`src/rtl/spi_cmd_sequencer.sv`:
```
// Command FIFO and START/DONE handshake sequencer feeding the SPI master.
// Issues one queued command at a time, captures read-back data and reports status.
module spi_cmd_sequencer #(
    parameter int         FIFO_DEPTH     = 4,
    parameter int         TIMEOUT_CYCLES = 4096,
    parameter logic [3:0] READ_OPCODE    = 4'b1110
) (
    input  logic                          BOARD_CLOCK,
    input  logic                          RST,
    input  logic [31:0]                   CMD_DATA_I,
    input  logic [1:0]                    CMD_SEL_I,
    input  logic                          CMD_WR_I,
    output logic                          CMD_FULL_O,
    output logic [$clog2(FIFO_DEPTH):0]   CMD_COUNT_O,
    output logic                          CMD_OVF_O,
    output logic [31:0]                   RD_DATA_O,
    output logic                          RD_VALID_O,
    input  logic                          RD_ACK_I,
    output logic                          BUSY_O,
    output logic                          TIMEOUT_O,
    input  logic                          CLR_ERR_I,
    output logic [31:0]                   SPI_I_O,
    output logic [1:0]                    SPI_SEL_O,
    output logic                          SPI_STAR_O,
    input  logic                          SPI_DONE_I,
    input  logic [31:0]                   SPI_O_I
);

    localparam int AW = $clog2(FIFO_DEPTH);
    localparam int CW = AW + 1;
    localparam int TW = $clog2(TIMEOUT_CYCLES) + 1;

    typedef enum logic [1:0] {ST_WAIT_LOW, ST_IDLE, ST_ISSUE} state_t;

    logic            done_meta_reg;
    logic            done_s_reg;
    logic [33:0]     mem [FIFO_DEPTH];
    logic [AW-1:0]   wr_ptr_reg;
    logic [AW-1:0]   rd_ptr_reg;
    logic [CW-1:0]   count_reg;
    logic [CW-1:0]   count_next;
    logic            full_reg;
    logic            ovf_reg;
    logic            push;
    logic            pop;
    logic            idle_next;
    state_t          state_reg;
    logic [TW-1:0]   timer_reg;
    logic            is_read_reg;
    logic [31:0]     spi_i_reg;
    logic [1:0]      spi_sel_reg;
    logic            star_reg;
    logic [31:0]     rd_data_reg;
    logic            rd_valid_reg;
    logic            timeout_reg;
    logic            busy_reg;

    // Synchronizer resets to "done" so a master still showing DONE after reset is absorbed.
    always_ff @(posedge BOARD_CLOCK) begin
        if (RST) begin
            done_meta_reg <= 1'b1;
            done_s_reg    <= 1'b1;
        end else begin
            done_meta_reg <= SPI_DONE_I;
            done_s_reg    <= done_meta_reg;
        end
    end

    always_comb begin
        push       = CMD_WR_I && (count_reg < CW'(FIFO_DEPTH));
        pop        = (state_reg == ST_IDLE) && (count_reg != '0);
        count_next = count_reg + CW'(push) - CW'(pop);
        idle_next  = ((state_reg == ST_WAIT_LOW) && !done_s_reg) ||
                     ((state_reg == ST_IDLE) && !pop);
    end

    always_ff @(posedge BOARD_CLOCK) begin
        if (push)
            mem[wr_ptr_reg] <= {CMD_SEL_I, CMD_DATA_I};
    end

    always_ff @(posedge BOARD_CLOCK) begin
        if (RST) begin
            wr_ptr_reg <= '0;
            count_reg  <= '0;
            full_reg   <= 1'b0;
            ovf_reg    <= 1'b0;
        end else begin
            if (push)
                wr_ptr_reg <= wr_ptr_reg + AW'(1);
            count_reg <= count_next;
            full_reg  <= (count_next == CW'(FIFO_DEPTH));
            if (CMD_WR_I && !push)
                ovf_reg <= 1'b1;
            else if (CLR_ERR_I)
                ovf_reg <= 1'b0;
        end
    end

    always_ff @(posedge BOARD_CLOCK) begin
        if (RST) begin
            state_reg    <= ST_WAIT_LOW;
            rd_ptr_reg   <= '0;
            timer_reg    <= '0;
            is_read_reg  <= 1'b0;
            spi_i_reg    <= '0;
            spi_sel_reg  <= '0;
            star_reg     <= 1'b0;
            rd_data_reg  <= '0;
            rd_valid_reg <= 1'b0;
            timeout_reg  <= 1'b0;
            busy_reg     <= 1'b0;
        end else begin
            busy_reg <= (count_next != '0) || !idle_next;
            // Clears are defaults; a capture or a timeout below overrides them.
            if (RD_ACK_I)
                rd_valid_reg <= 1'b0;
            if (CLR_ERR_I)
                timeout_reg <= 1'b0;
            case (state_reg)
                ST_WAIT_LOW: begin
                    star_reg <= 1'b0;
                    if (!done_s_reg)
                        state_reg <= ST_IDLE;
                end
                ST_IDLE: begin
                    if (pop) begin
                        spi_i_reg   <= mem[rd_ptr_reg][31:0];
                        spi_sel_reg <= mem[rd_ptr_reg][33:32];
                        is_read_reg <= (mem[rd_ptr_reg][3:0] == READ_OPCODE);
                        rd_ptr_reg  <= rd_ptr_reg + AW'(1);
                        timer_reg   <= '0;
                        star_reg    <= 1'b1;
                        state_reg   <= ST_ISSUE;
                    end
                end
                ST_ISSUE: begin
                    if (done_s_reg) begin
                        // An unread capture stalls a read with START held and the timer frozen.
                        if (!(is_read_reg && rd_valid_reg)) begin
                            if (is_read_reg) begin
                                rd_data_reg  <= SPI_O_I;
                                rd_valid_reg <= 1'b1;
                            end
                            star_reg  <= 1'b0;
                            state_reg <= ST_WAIT_LOW;
                        end
                    end else if (timer_reg == TW'(TIMEOUT_CYCLES - 1)) begin
                        timeout_reg <= 1'b1;
                        star_reg    <= 1'b0;
                        state_reg   <= ST_WAIT_LOW;
                    end else begin
                        timer_reg <= timer_reg + TW'(1);
                    end
                end
                default: begin
                    star_reg  <= 1'b0;
                    state_reg <= ST_WAIT_LOW;
                end
            endcase
        end
    end

    assign CMD_FULL_O  = full_reg;
    assign CMD_COUNT_O = count_reg;
    assign CMD_OVF_O   = ovf_reg;
    assign RD_DATA_O   = rd_data_reg;
    assign RD_VALID_O  = rd_valid_reg;
    assign BUSY_O      = busy_reg;
    assign TIMEOUT_O   = timeout_reg;
    assign SPI_I_O     = spi_i_reg;
    assign SPI_SEL_O   = spi_sel_reg;
    assign SPI_STAR_O  = star_reg;

endmodule

```
`config.mk`:
```
export PLATFORM = sky130hd
export DESIGN_NAME = spi_cmd_sequencer
export DESIGN_NICKNAME = d
export VERILOG_FILES = /design/src/rtl/spi_cmd_sequencer.sv
export SDC_FILE = /design/constraint.sdc
export NUM_CORES = 1
export LEC_CHECK = 0
export ABC_AREA = 0
export ABC_CLOCK_PERIOD_IN_PS = 2610
export CORE_UTILIZATION = 48
export CTS_CLUSTER_DIAMETER = 40
export DETAILED_ROUTE_END_ITERATION = 16
export PLACE_DENSITY = 0.76
export SYNTH_ARGS = -nofsm -noshare
export SYNTH_HDL_FRONTEND = slang
export SYNTH_SLANG_ARGS = --single-unit
```
`constraint.sdc`:
```
create_clock -name BOARD_CLOCK -period 2.61 [get_ports BOARD_CLOCK]
set_input_delay 0.522 -clock BOARD_CLOCK [delete_from_list [all_inputs] [get_ports BOARD_CLOCK]]
set_output_delay 0.522 -clock BOARD_CLOCK [all_outputs]
set_load 0.005 [all_outputs]
```
==> impl_metrics.csv <==
group,metric,value,unit
layout,nNetsFinal,893,
synth,yosys.area.top_type,"edfxtp_1",
drt,vias,5677,
status,outcome,"finished clean",
synth,synth-async-reset-ratio,0,
drt,first_pass_iters,5,
power_and_ir_drop,power_density,806.6,mW/mm2
global_route,grt_usage,0.1988,
power_and_ir_drop,ir_worst_vdd,0.6182,mV
floorplanning,die_h,137.7,um
global_route,grt_use_met1,0.2405,
power_and_ir_drop,sw_frac_of_total,0.2425,
layout,largest_reg_flops,136,
layout,final_cell_mix,"clkdlybuf4s50_1, nand2_1, edfxtp_1",
synth,ys_ff_latch,235,
synth,synth_area_leaders,"edfxtp_1, dfxtp_1, mux4_2",
sta,relSlewSlack,0.3518,
clock_tree,clk_latency,0.54,ns
clock_tree,cts_inserted_buffers,29,
sta,layout_setup_ws,0.04014,ns
power_and_ir_drop,p_switching,0.002275,W
floorplanning,start_util,0.4901,
drt,drc,0,
global_route,grt-ovfl-total,0,
sta,max_freq,389.1,MHz
layout,final_common_cell,"clkdlybuf4s50_1",
drt,drtIter0Drc,296,
floorplanning,dieArea,0.01895,mm2
layout,largest_register,"mem",
setup_path,endpoint_kind,"flip-flop",
clock_tree,cts_buffer_depth,3,
power_and_ir_drop,p_leak,3.833,nW
sta,tns,0,ns
drt,routed_wl,18.48,mm
sta,tightest_slew,0.9723,ns
floorplanning,die_x,137.7,um
drt,antenna_left,0,
placement,post-place-ws,-0.3178,ns
hold_path,hold_path.class,"flip-flop to flip-flop",
synth,syn_area_per_cell,13.47,um2
setup_path,arrival,3.05,ns
power_and_ir_drop,p_seq_frac,0.466,
synth,yosysSeqAreaShare,0.6867,
sta,final_hold_viol_count,0,
placement,globalplace.congestion,0.8011,
drt,wl_per_cell,17.35,um
synth,synth_nets,736,
synth,synth_cell_type_count,55,
synth,synth_top_area_share,0.4623,
clock_tree,clk_pin_slew,0.06,ns
setup_path,cp-start-kind,"flip-flop",
synth,syn_area,0.008833,mm2
global_route,first_global_vias,5700,
drt,routed_via_density,5.331,
sta,setup_viol,0,
floorplanning,coreArea,0.01802,mm2
job,cap_violations,0,
synth,syn-instance-count,656,
layout,fillers,1298,
layout,drive_above_1_share,0.1639,
clock_tree,cts_sinks,235,
synth,synth_edf_count,136,
clock_tree,htreeDepth,1,
setup_path,crit_required,3.09,ns
clock_tree,holdBufCountCts,0,
placement,hpwl,12.15,mm
sta,drv_slew,0,
global_route,grt_max_degree,63,
sta,finalClockSkew,0.02377,ns
global_route,use_met3,0.04231,
setup_path,cp_max_fo,4,
floorplanning,rows,49,
global_route,grtUsageMet2,0.3551,
placement,port_buffers,146,
layout,synthToLayoutAreaGrowth,31.70,%
power_and_ir_drop,power_frac_comb,0.125,
power_and_ir_drop,pwr-share-clk,0.409,
global_route,antenna_found_initial,0,
clock_tree,ctsRootBufferMaster,"clkbuf_16",
setup_path,worstSetupPathType,"flip-flop to flip-flop",
sta,layout_min_cycle_time,2.570,ns
layout,antenna_cells,0,
synth,ys_warn_count,0,
sta,period_share,0.9846,
global_route,grt_pass1_wl,28.73,mm
global_route,busiest_layer,"met2",
floorplanning,io_pins,147,
synth,synth_flop_cell,"edfxtp_1",
power_and_ir_drop,internal_power,0.007108,W
clock_tree,cts_tree,"yes",
synth_stat cells (all sizes together) (3+ instances only):
cell	number
and2	5
a211oi	4
edfxtp	136
nand2b	3
or3	3
nand2	142
buf	19
nor2	19
clkbuf	22
nand4	3
a31oi	5
dfxtp	99
o21ai	7
mux4	34
or2	3
inv	10
a21oi	75
nand3	10
o31ai	5
xnor2	3
nor3	7
nor2b	4
ha	7
logic make-up (layout without fill, tap and decap cells):
family	Yosys count	in the layout	synth area share
flip-flops	235	235	0.6867
adder cells (fa/ha/maj)	8	8	0.01218
multiplexers	36	36	0.08909
AND/OR/NAND/NOR	216	216	0.1149
AO/OA/AOI/OAI	105	105	0.06799
buffers and inverters	51	231	0.02422
XOR/XNOR	5	5	0.004958
stage by stage:
step	area [um2]	total power (W)	hold slack (ns)	utilization	std cells
floorplan	8871	0.005052	0.3895	-	656
global placement	10630	0.005500	0.3990	0.5900	1009
detailed placement	10630	0.005565	0.4065	0.5900	1009
CTS	11600	0.009439	0.3695	0.6433	1063
global route	11630	0.009741	0.4047	0.6454	1065
finish	11630	0.009383	0.3899	0.6454	1065
power groups by stage:
| stage | clock network [W] | logic (W) | registers, W |
|---|---|---|---|
| finish | 0.00384 | 0.00117 | 0.00437 |
| global route | 0.00407 | 0.00127 | 0.00440 |
| CTS | 0.00393 | 0.00114 | 0.00438 |
| detailed placement | 0 | 0.00111 | 0.00445 |
| global placement | 0 | 0.00107 | 0.00443 |
| floorplan | 0 | 0.000632 | 0.00442 |
final timing paths:
| check | from | to | slack [ns] | cells past startpoint |
|---|---|---|---|---|
| min | done_meta_reg$_SDFF_PP1_ | done_s_reg$_SDFF_PP1_ | 0.39 | 1 |
| max reg2reg | CMD_COUNT_O[1]$_SDFF_PP0_ | CMD_FULL_O$_SDFF_PP0_ | 0.04 | 12 |
| min reg2reg | done_meta_reg$_SDFF_PP1_ | done_s_reg$_SDFF_PP1_ | 0.39 | 1 |
| max | CMD_COUNT_O[1]$_SDFF_PP0_ | CMD_FULL_O$_SDFF_PP0_ | 0.04 | 12 |
worst max-delay path: stages, from the launching register on:
cell and delay [ns]:
dfxtp_4 0.35, or3_4 0.40, nand2_8 0.08, inv_2 0.04
ha_1 0.27, inv_1 0.07, ha_2 0.16, inv_1 0.06
fa_2 0.41, xor2_2 0.17, xnor2_2 0.15, nor2_1 0.17
and3_1 0.18
cell type report:
class	count	area, um2	share of cell area
Clock buffer	33	762.0	0.06550
Clock inverter	21	195.2	0.01678
Inverter	10	37.54	0.003226
Multi-Input combinational cell	370	2597	0.2233
Sequential cell	235	6076	0.5223
Tap cell	229	286.5	0.02463
Timing Repair Buffer	167	1679	0.1443
routing by layer:
metal,part of all wire,vias to the layer above
met5,0,-
li1,-,2706
met3,0.077,36
met1,0.41,2718
met2,0.49,217
met4,0.021,0
repair_timing:
item / in CTS / in global routing
hold endpoints to repair: 0 / 0
buffers inserted: 0 / 2
pin swaps: 0 / 5
gates resized for setup: 1 / 6
gates cloned: 0 / 0
setup endpoints to repair: 1 / 1
Note: power is estimated with default switching activity, not from simulation.
